$ cat src/rtl/input_fifo_rx.sv
// Receiving end of the RTS/DCTS router link: captures flits into a show-ahead FIFO and pulses DCTS once per captured flit.
// Optional sticky read-underflow flag is enabled by defining INPUT_FIFO_RX_ERR_EN.
module input_fifo_rx #(
    parameter int DATA_WIDTH = 32,
    parameter int DEPTH      = 4
) (
    input  logic                  clk,
    input  logic                  rst,
    input  logic [DATA_WIDTH-1:0] RX,
    input  logic                  RTS,
    output logic                  DCTS,
    input  logic                  read_en,
    output logic [DATA_WIDTH-1:0] Data_out,
    output logic                  empty,
    output logic                  full,
    output logic                  err
);

    localparam int PTR_W = $clog2(DEPTH);
    localparam int CNT_W = PTR_W + 1;

    localparam logic [0:0] IDLE = 1'b0;
    localparam logic [0:0] ACK  = 1'b1;

    logic [0:0]            state;
    logic [PTR_W-1:0]      wr_ptr;
    logic [PTR_W-1:0]      rd_ptr;
    logic [CNT_W-1:0]      count;
    logic [DATA_WIDTH-1:0] mem [DEPTH];
    logic                  do_write;
    logic                  do_read;

    // RTS is only honoured in IDLE so a flit still held high during its ACK cycle is not captured twice.
    assign do_write = (state == IDLE) && RTS && !full;
    assign do_read  = read_en && !empty;

    assign empty    = (count == '0);
    assign full     = (count == CNT_W'(DEPTH));
    assign Data_out = mem[rd_ptr];

    always_ff @(posedge clk or negedge rst) begin
        if (!rst) begin
            state <= IDLE;
            DCTS  <= 1'b0;
        end else begin
            state <= do_write ? ACK : IDLE;
            DCTS  <= do_write;
        end
    end

    always_ff @(posedge clk or negedge rst) begin
        if (!rst) begin
            wr_ptr <= '0;
            rd_ptr <= '0;
            count  <= '0;
        end else begin
            if (do_write) begin
                wr_ptr <= wr_ptr + 1'b1;
            end
            if (do_read) begin
                rd_ptr <= rd_ptr + 1'b1;
            end
            count <= count + CNT_W'(do_write) - CNT_W'(do_read);
        end
    end

    // Storage is intentionally not reset; Data_out is meaningless while empty.
    always_ff @(posedge clk) begin
        if (do_write) begin
            mem[wr_ptr] <= RX;
        end
    end

`ifdef INPUT_FIFO_RX_ERR_EN
    logic err_q;

    always_ff @(posedge clk or negedge rst) begin
        if (!rst) begin
            err_q <= 1'b0;
        end else if (read_en && empty) begin
            err_q <= 1'b1;
        end
    end

    assign err = err_q;
`else
    assign err = 1'b0;
`endif

endmodule

$ cat config.mk
export PLATFORM = sky130hd
export DESIGN_NAME = input_fifo_rx
export DESIGN_NICKNAME = d
export VERILOG_FILES = /design/src/rtl/input_fifo_rx.sv
export SDC_FILE = /design/constraint.sdc
export NUM_CORES = 1
export LEC_CHECK = 0
export ABC_AREA = 1
export ABC_CLOCK_PERIOD_IN_PS = 5600
export CORE_UTILIZATION = 55
export CTS_CLUSTER_SIZE = 25
export DETAILED_ROUTE_END_ITERATION = 8
export PLACE_DENSITY = 0.8
export SLEW_MARGIN = 20
export SYNTH_ARGS = -nofsm -noshare
export SYNTH_HDL_FRONTEND = slang
export SYNTH_SLANG_ARGS = --single-unit
$ cat constraint.sdc
create_clock -name clk -period 5.6 [get_ports clk]
set_input_delay 1.4 -clock clk [delete_from_list [all_inputs] [get_ports clk]]
set_output_delay 1.4 -clock clk [all_outputs]
set_load 0.05 [all_outputs]
==> impl_metrics.csv, run 1 <==
group,metric,value,unit
timing,fin_setup_tns,0,ns
place,dpl_worst_slack,1.89,ns
synthesis,yosysWarnings,0,
worst_setup_path,cp-start-kind,"flop",
synthesis,muxShareOfSynthArea,0,%
clock_network,cts-root-buf,"clkbuf_8",
worst_setup_path,cp_max_fo,65,
floorplan,die_h,102,um
power,p_leak,2.67,nW
finish,syn_to_final_growth,24.3,%
synthesis,synth_fp_nets,513,
worst_setup_path,path_class,"reg2out",
place,hpwlAfterDp,5750,um
finish,final_layout_size_suffix_gt1_share,7.25,%
power,switching_share,41.6,%
global_routing,grtUsageTotal,20.8,%
floorplan,fp-row-count,36,
power,peakVddDrop,398,uV
worst_setup_path,slowest_delay,0.81,ns
power,cellPowerDensity,616,nW/um^2
synthesis,synth_compound_gate_area_share,5.81,%
clock_network,cts_buffers,17,
timing,clock_skew,0.0121,ns
clock_network,clock_sinks,136,
synthesis,synthDistinctLibCells,19,
status,status,"completed",
floorplan,initial_utilization,56.7,%
finish,diodes,0,
clock_network,post_cts_buffers,0,
timing,final.min_clock_period,4.39,ns
synthesis,post_synth_and_or_nand_nor_area_fraction,13.1,%
worst_setup_path,crit_family,"buffers and inverters",
finish,layout_common_cells,"edfxtp_1 (128), nand2_1 (114), clkdlybuf4s50_1 (70)",
finish,finalNetCount,582,
routing,wl_per_cell,14.7,um
timing,slew_violations,0,
power,p_seq_share,32.6,%
global_routing,grt.overflow.total,0,
timing,rsz0062_at_grt,"false",
finish,regArea,4050,um^2
clock_network,cts_hold_buf,0,
worst_setup_path,critPathCaptureType,"output port",
clock_network,cts_max_path_buffers,2,
synthesis,ys_seq_area_share,73.3,%
floorplan,die-area,10400,um^2
synthesis,synthXorXnorAreaFrac,0,%
synthesis,syn_inst,470,
clock_network,cts_resized,0,
timing,setup_viol,0,
global_routing,grt_pass1_wl,16000,um
routing,drtPass1Iterations,4,
power,intPower,2.47,mW
global_routing,grt_max_degree,66,
finish,multi_input_area,1170,um^2
worst_hold_path,hold_path.class,"reg2reg",
floorplan,coreArea,9730,um^2
power,power.switching,1.76,mW
place,place_congestion,0.728,
worst_setup_path,path_cells,"clkinv_2 -> nor2_1 -> o21ai_0 -> nand2_1 -> clkdlybuf4s50_1",
synthesis,synth_top_family_by_area,"simple AND/OR/NAND/NOR gates",
routing,drtAntennaViolNets,0,
floorplan,io_pins,72,
timing,layout_setup_ws,1.21,ns
finish,nFillCells,652,
routing,first_iter_violations,198,
timing,hold_viol_final,0,
worst_setup_path,crit_arrival,2.99,ns
worst_setup_path,critPathBufInv,2,
routing,wirelength,10000,um
clock_network,htreeDepth,4,
power,total_power,4.23,mW
global_routing,grt_pass1_vias,3422,
timing,timing.final.crit_share,78.4,%
routing,via_count,3420,
job,maxCapViolations,0,
routing,drc_errors,0,
clock_network,cts_tree,"yes",
synthesis,synthAdderAreaFrac,1.72,%
power,clkPwrFrac,24.6,%
finish,final_common_cell,"edfxtp_1",
timing,max_slew.worst_pin.slew,1.06,ns
clock_network,clk_latency,0.50,ns
synthesis,synth_area,5520,um^2
timing,slew-limit-headroom,29.1,%
synthesis,syn_area_per_cell,11.7,um^2
floorplan,fp.dieW,102,um
place,port_buffers,70,
timing,maxClockFrequency,228,MHz
synthesis,ys_seq_elements,136,
worst_setup_path,worst_path_max_delay_cell,"clkdlybuf4s50_1",
global_routing,antenna_found_initial,0,
worst_setup_path,regToRegSetupSlack,3.51,ns
routing,vias_per_cell,4.99,
clock_network,clkTransAtPathRegs,0.06,ns
power,power_frac_comb,42.8,%
worst_setup_path,required,4.20,ns
==> Yosys cell counts <==
| master | count | area, um^2 |
|---|---|---|
| edfxtp_1 | 128 | 3840 |
| nand2_1 | 114 | 428 |
| nor2_1 | 70 | 263 |
| inv_1 | 49 | 184 |
| o21ai_0 | 43 | 215 |
| o21ai_1 | 21 | 105 |
| buf_2 | 10 | 50.1 |
| dfrtp_1 | 8 | 200 |
| ha_1 | 6 | 75.1 |
| buf_6 | 4 | 45.0 |
| clkbuf_2 | 4 | 20.0 |
| nand3_1 | 4 | 20.0 |
| buf_4 | 3 | 22.5 |
| buf_1 | 1 | 3.75 |
| conb_1 | 1 | 3.75 |
| fa_1 | 1 | 20.0 |
| inv_2 | 1 | 3.75 |
| nand2_2 | 1 | 6.26 |
| nand3b_1 | 1 | 7.51 |
==> per-stage QoR <==
stage / std cells / util (%) / area [um^2] / hold WS [ns]
2_1_floorplan: 470 / - / 5520 / 0.441
3_3_place_gp: 653 / 64.6 / 6290 / 0.472
3_5_place_dp: 653 / 64.6 / 6290 / 0.486
4_1_cts: 685 / 70.5 / 6860 / 0.493
5_1_grt: 685 / 70.5 / 6860 / 0.530
6_report: 685 / 70.5 / 6860 / 0.500
==> flip-flops by register name, summed over array words and instances, names as in the netlist <==
name    count
rd_ptr      2
count       3
mem       128
wr_ptr      2
DCTS        1
==> logic make-up after synthesis <==
group | Yosys count
DFF | 136
AOI/OAI and AO/OA | 64
other | 1
adders and majority gates | 7
buffers and inverters | 72
and+or+nand+nor | 190
==> tightest hold or removal path, delay by kind of cell, from the launching register on <==
kind,cells,cell delay [ns]
flip-flops,1,0.36
AND/OR/NAND/NOR,2,0.11
==> routing by layer <==
| metal | wire, um | vias up | global-route usage (%) |
|---|---|---|---|
| li1 | - | 1692 | - |
| met3 | 604 | 6 | 5.20 |
| met5 | 0 | - | 0 |
| met2 | 5230 | 113 | 35.8 |
| met4 | 76 | 0 | 7.47 |
| met1 | 4130 | 1609 | 25.6 |
==> area by class of cell <==
| class | count | share of cell area [%] |
|---|---|---|
| Sequential cell | 136 | 59.0 |
| Multi-Input combinational cell | 262 | 17.1 |
| Inverter | 50 | 2.75 |
| Clock buffer | 18 | 6.09 |
| Clock inverter | 14 | 2.19 |
| Tap cell | 133 | 2.43 |
| Timing Repair Buffer | 72 | 10.4 |
==> path summary, 6_finish.rpt <==
check,cells after the start,to,from
max reg2reg,3,mem[3][17],DCTS
min,2,rd_ptr[1],rd_ptr[1]
max in group asynchronous,1,rd_ptr[0],rst
max,5,Data_out[23],rd_ptr[1]
min in group asynchronous,1,count[2],rst
min reg2reg,2,rd_ptr[1],rd_ptr[1]
==> power by group through the flow <==
| stage | sequential (mW) | clock [mW] | combinational (mW) |
|---|---|---|---|
| after floorplan | 1.37 | 0 | 1.31 |
| after global placement | 1.39 | 0 | 1.77 |
| after detailed placement | 1.40 | 0 | 1.81 |
| after CTS | 1.38 | 1.05 | 1.82 |
| after global routing | 1.39 | 1.09 | 1.96 |
| final | 1.38 | 1.04 | 1.81 |
(Power assumes the default switching activity.)
==> run 2, diff against run 1 <==
--- a/config.mk
+++ b/config.mk
@@ -6,7 +6,7 @@
 export NUM_CORES = 1
 export LEC_CHECK = 0
 export ABC_AREA = 1
-export ABC_CLOCK_PERIOD_IN_PS = 5600
+export ABC_CLOCK_PERIOD_IN_PS = 4300
 export CORE_UTILIZATION = 55
 export CTS_CLUSTER_SIZE = 25
 export DETAILED_ROUTE_END_ITERATION = 8
==> constraint.sdc (replaced) <==
create_clock -name clk -period 4.3 [get_ports clk]
set_input_delay 1.075 -clock clk [delete_from_list [all_inputs] [get_ports clk]]
set_output_delay 1.075 -clock clk [all_outputs]
set_load 0.05 [all_outputs]
==> run 2 against run 1 <==
Clock-buffer cell count did not move. Critical path depth rose by 1. Sequential share of layout area fell by 0.93 points. Worst hold slack better by 0.012 ns. Clock power up 38%. Worst setup slack got worse by 0.78 ns. Cell area grew 1.6%. Utilization rose by 1.1 points. Critical endpoint is now Data_out[27]. Largest cell class unchanged. Highest routed layer unchanged.
==> impl_metrics.csv, run 2 (same netlist as run 1, synthesis figures left out) <==
group,metric,value,unit
clock_network,post_cts_buffers,0,
clock_network,htreeDepth,4,
floorplan,die_h,102,um
place,place_congestion,0.735,
finish,final_cells,693,
finish,layout_common_cells,"edfxtp_1 (128), nand2_1 (114), clkdlybuf4s50_1 (70)",
worst_setup_path,path_class,"reg2out",
clock_network,clock_sinks,136,
worst_setup_path,crit_arrival,2.80,ns
place,dpl_worst_slack,0.993,ns
clock_network,cts-root-buf,"clkbuf_8",
place,hpwlAfterDp,6330,um
clock_network,cts_resized,0,
clock_network,clkTransAtPathRegs,0.06,ns
routing,first_iter_violations,220,
finish,final_common_cell,"edfxtp_1",
power,cellPowerDensity,811,nW/um^2
worst_setup_path,cp_max_fo,75,
timing,maxClockFrequency,258,MHz
finish,reg_top3,"mem: 128 flops, count: 3 flops",
power,total_power,5.65,mW
timing,setup_viol,0,
timing,fin_setup_tns,0,ns
floorplan,initial_utilization,56.7,%
finish,largest_register_ffs,128,
timing,hold_viol_final,0,
routing,wirelength,10900,um
worst_hold_path,hold_path.class,"reg2reg",
worst_setup_path,required,3.22,ns
timing,slew-limit-headroom,51.1,%
routing,drtAntennaViolNets,0,
routing,drc_errors,0,
routing,vias_per_cell,5.06,
floorplan,fp.dieW,102,um
place,port_buffers,70,
timing,max_slew.worst_pin.slew,0.732,ns
worst_setup_path,crit_top_cell,"nor2_1",
floorplan,fp-row-count,36,
floorplan,io_pins,72,
place,dp_cells,661,
timing,whs,0.512,ns
timing,clock_skew,0.00854,ns
global_routing,grt_pass1_wl,17000,um
global_routing,grt_max_degree,76,
timing,rsz0062_at_grt,"false",
finish,diodes,0,
worst_setup_path,worst_path_max_delay_cell,"clkdlybuf4s50_1",
global_routing,grt_pass1_vias,3569,
finish,post-route-util,71.6,%
global_routing,antenna_found_initial,0,
floorplan,die-area,10400,um^2
worst_setup_path,critPathCaptureType,"output port",
timing,final.min_clock_period,3.87,ns
routing,via_count,3509,
clock_network,clk_latency,0.52,ns
worst_setup_path,cp-start-kind,"flop",
global_routing,grt.overflow.total,0,
finish,finalNetCount,590,
timing,timing.final.crit_share,90.1,%
worst_setup_path,slowest_delay,0.82,ns
worst_setup_path,path_cells,"buf_12 -> nor2_1 -> nor2_1 -> o21ai_1 -> nand2_1 -> clkdlybuf4s50_1",
finish,syn_to_final_growth,26.3,%
finish,final_area,6970,um^2
routing,drtPass1Iterations,4,
finish,regMostFlops,"mem",
clock_network,cts_max_path_buffers,2,
clock_network,cts_buffers,17,
power,peakVddDrop,592,uV
job,maxCapViolations,0,
finish,final_layout_size_suffix_gt1_share,8.75,%
timing,layout_setup_ws,0.427,ns
clock_network,cts_tree,"yes",
power,p_leak,2.73,nW
floorplan,coreArea,9730,um^2
global_routing,grtUsageTotal,22.6,%
routing,wl_per_cell,15.7,um
place,placed_area,6370,um^2
clock_network,cts_hold_buf,0,
status,status,"completed",
timing,slew_violations,0,
run 2: cell types whose count changed in the layout (fill, tap and decap cells not counted), sizes merged:
cell	before	now
clkinv	6	5
bufinv	2	3
buf	2	10
run 2: final timing paths:
check / from / endpoint / slack [ns] / cells after the start
min reg2reg: count[0] / count[0] / 0.51 / 1
max reg2reg: DCTS / count[2] / 2.21 / 8
max: rd_ptr[0] / Data_out[27] / 0.43 / 6
min in group asynchronous: rst / wr_ptr[1] / 0.85 / 1
min: count[0] / count[0] / 0.51 / 1
max in group asynchronous: rst / rd_ptr[0] / 3.14 / 1
run 2: power by group:
part	leakage, nW	total [mW]	switching, mW	internal (mW)
combinational	1.20	2.42	1.69	0.732
sequential	1.26	1.79	0.101	1.69
clock	0.274	1.43	0.545	0.886
run 2: area by class of cell:
class                      instances  area, um^2
clock inverter                    14         176
sequential                       136        4050
inverter                          50         188
fill                             647        2760
clock buffer                      18         418
tap                              133         166
multi-input combinational        262        1170
timing repair buffer              80         801
run 2: metal layers:
layer	track usage, %	part of all wire, %
met5	0	0
met4	9.45	0.99
met3	6.16	6.5
met2	39.2	53
met1	26.6	40
run 2: worst max-delay path, delay by kind of cell (launching register included):
family / cells / cell delay, ns
AO/OA/AOI/OAI: 1 / 0.09
buffers and inverters: 2 / 1.16
flip-flops: 1 / 0.66
AND/OR/NAND/NOR: 3 / 0.33
==> run 3, diff against run 2 <==
--- a/config.mk
+++ b/config.mk
@@ -7,10 +7,10 @@
 export LEC_CHECK = 0
 export ABC_AREA = 1
 export ABC_CLOCK_PERIOD_IN_PS = 4300
-export CORE_UTILIZATION = 55
+export CORE_UTILIZATION = 35
 export CTS_CLUSTER_SIZE = 25
 export DETAILED_ROUTE_END_ITERATION = 8
-export PLACE_DENSITY = 0.8
+export MAX_ROUTING_LAYER = met4
 export SLEW_MARGIN = 20
 export SYNTH_ARGS = -nofsm -noshare
 export SYNTH_HDL_FRONTEND = slang
==> run 3 against run 2 <==
Global-route usage shrank 7.9 points. Non-clock buffer count shrank 4. Clock skew is essentially flat. Critical path type unchanged. Power shrank 5.0%. Clock power shrank 17%. Combinational power shrank 2%. Sequential cell count is the same. Worst hold slack lost 0.024 ns. Largest cell class unchanged. Final cell count grew 10%. Wire length shrank 3.4%.
==> impl_metrics.csv, run 3 (same netlist as run 1, synthesis figures left out) <==
group,metric,value,unit
global_routing,grt_max_degree,48,
timing,rsz0062_at_grt,"false",
routing,drtPass1Iterations,4,
routing,vias_per_cell,4.49,
worst_setup_path,path_class,"reg2out",
power,peakVddDrop,356,uV
clock_network,clock_sinks,136,
worst_setup_path,crit_arrival,2.77,ns
worst_setup_path,timing.rr.start,"count[1]",
clock_network,cts_max_path_buffers,2,
worst_setup_path,r2r_end,"count[2]",
floorplan,io_pins,72,
global_routing,grt_pass1_vias,3444,
floorplan,coreArea,15300,um^2
worst_setup_path,required,3.22,ns
clock_network,post_cts_buffers,0,
routing,wirelength,10500,um
clock_network,htreeDepth,4,
finish,finalNetCount,586,
place,hpwlAfterDp,6290,um
global_routing,grt_busiest_layer,"met2",
routing,drc_errors,0,
clock_network,cts_tree,"yes",
global_routing,antenna_found_initial,0,
global_routing,grt.overflow.total,0,
place,port_buffers,70,
clock_network,clkTransAtPathRegs,0.05,ns
status,status,"completed",
worst_setup_path,critPathBufInv,2,
clock_network,cts_buffers,17,
timing,slew_violations,0,
routing,wl_per_cell,13.8,um
floorplan,initial_utilization,36.0,%
floorplan,fp-row-count,45,
worst_setup_path,worst-r2r-cell-count,9,
floorplan,die-area,16300,um^2
finish,syn_to_final_growth,25.5,%
routing,first_iter_violations,171,
timing,timing.final.crit_share,89.3,%
finish,largest_register_ffs,128,
routing,drtAntennaViolNets,0,
timing,clock_skew,0.00853,ns
floorplan,fp.dieW,128,um
worst_setup_path,cp_max_fo,47,
timing,final.min_clock_period,3.84,ns
worst_setup_path,critPathCaptureType,"output port",
finish,final_layout_size_suffix_gt1_share,6.15,%
global_routing,grt_util_met3,4.61,%
clock_network,cts_resized,0,
global_routing,grtUsageTotal,14.7,%
routing,via_count,3434,
job,maxCapViolations,0,
finish,diodes,0,
timing,slew-limit-headroom,30.8,%
clock_network,cts-root-buf,"clkbuf_16",
worst_setup_path,slowest_delay,0.80,ns
worst_hold_path,hold_start,"rd_ptr[1]",
place,place_congestion,0.695,
clock_network,clk_latency,0.41,ns
worst_setup_path,regToRegSetupSlack,2.24,ns
worst_setup_path,worst_path_max_delay_cell,"clkdlybuf4s50_1",
power,cellPowerDensity,775,nW/um^2
timing,max_slew.worst_pin.slew,1.04,ns
worst_setup_path,path_cells,"inv_2 -> o21ai_0 -> nand2_1 -> clkdlybuf4s50_1",
floorplan,die_h,128,um
timing,fin_setup_tns,0,ns
worst_setup_path,cp-start-kind,"flop",
timing,maxClockFrequency,260,MHz
timing,setup_viol,0,
global_routing,grt_pass1_wl,17100,um
timing,whs,0.488,ns
global_routing,use_met1,16.9,%
global_routing,gr-usage-met2,24.2,%
worst_hold_path,holdPathStages,2,
worst_hold_path,hold_path.class,"reg2reg",
finish,final_common_cell,"edfxtp_1",
finish,reg_top3,"mem: 128 flops, count: 3 flops",
finish,regMostFlops,"mem",
worst_setup_path,crit_family,"buffers and inverters",
power,p_leak,2.68,nW
clock_network,cts_hold_buf,0,
worst_hold_path,worstHoldEndpoint,"rd_ptr[1]",
finish,layout_common_cells,"edfxtp_1 (128), nand2_1 (114), clkdlybuf4s50_1 (70)",
timing,hold_viol_final,0,
-- run 3: cell count changes in the layout (fill, tap and decap cells not counted), sizes merged --
| cell | previous run | this run |
|---|---|---|
| buf | 10 | 6 |
| bufinv | 3 | 0 |
| clkbuf | 18 | 20 |
| clkinv | 5 | 9 |
| clkinvlp | 5 | 0 |
| inv | 51 | 50 |
-- run 3: worst max-delay path by stage --
stage          cells after the start            to  slack, ns      start
4_1_cts                            4  Data_out[28]       0.43  rd_ptr[0]
5_1_grt                            4  Data_out[28]       0.29  rd_ptr[0]
3_5_place_dp                       4   Data_out[8]       0.88  rd_ptr[0]
2_1_floorplan                      4     mem[0][0]       1.11        RTS
3_3_place_gp                       4  Data_out[31]       0.89  rd_ptr[0]
6_report                           4  Data_out[28]       0.46  rd_ptr[0]
-- run 3: through the flow --
stage / instance area, um^2 / utilization [%] / power [mW] / setup WS (ns) / cells
final: 6930 / 45.2 / 5.37 / 0.459 / 764
after global routing: 6930 / 45.2 / 5.68 / 0.295 / 764
after CTS: 6900 / 45.0 / 5.42 / 0.431 / 763
after detailed placement: 6420 / 41.9 / 4.22 / 0.882 / 734
after global placement: 6420 / 41.9 / 4.19 / 0.895 / 734
after floorplan: 5520 / - / 3.48 / 1.11 / 470
-- run 3: power by group --
| part | switching [mW] | internal (mW) |
|---|---|---|
| Clock | 0.475 | 0.708 |
| Combinational | 1.64 | 0.724 |
| Sequential | 0.123 | 1.70 |
| Total | 2.24 | 3.13 |
-- run 3: cell type report --
class	count	area, um^2
fillers	1415	8390
flip-flops and latches	136	4050
multi-input cells	262	1170
repair buffers	76	778
clock buffers	20	437
well taps	211	264
inverters	50	188
clock inverters	9	37.5
-- run 3: metal layers --
| metal | vias up | share of wire (%) |
|---|---|---|
| met1 | 1650 | 45 |
| met4 | 0 | 1.1 |
| met3 | 12 | 4.3 |
| met2 | 70 | 50 |
| met5 | - | 0 |
| li1 | 1702 | - |
-- run 3: worst register-to-register path, stage by stage (launching register included) --
cell	delay [ns]
dfrtp_1	0.39
nor2_1	0.15
nand2_1	0.15
nand2_2	0.27
ha_1	0.19
inv_1	0.04
ha_1	0.18
fa_1	0.38
nand3b_1	0.17
nand2_1	0.07
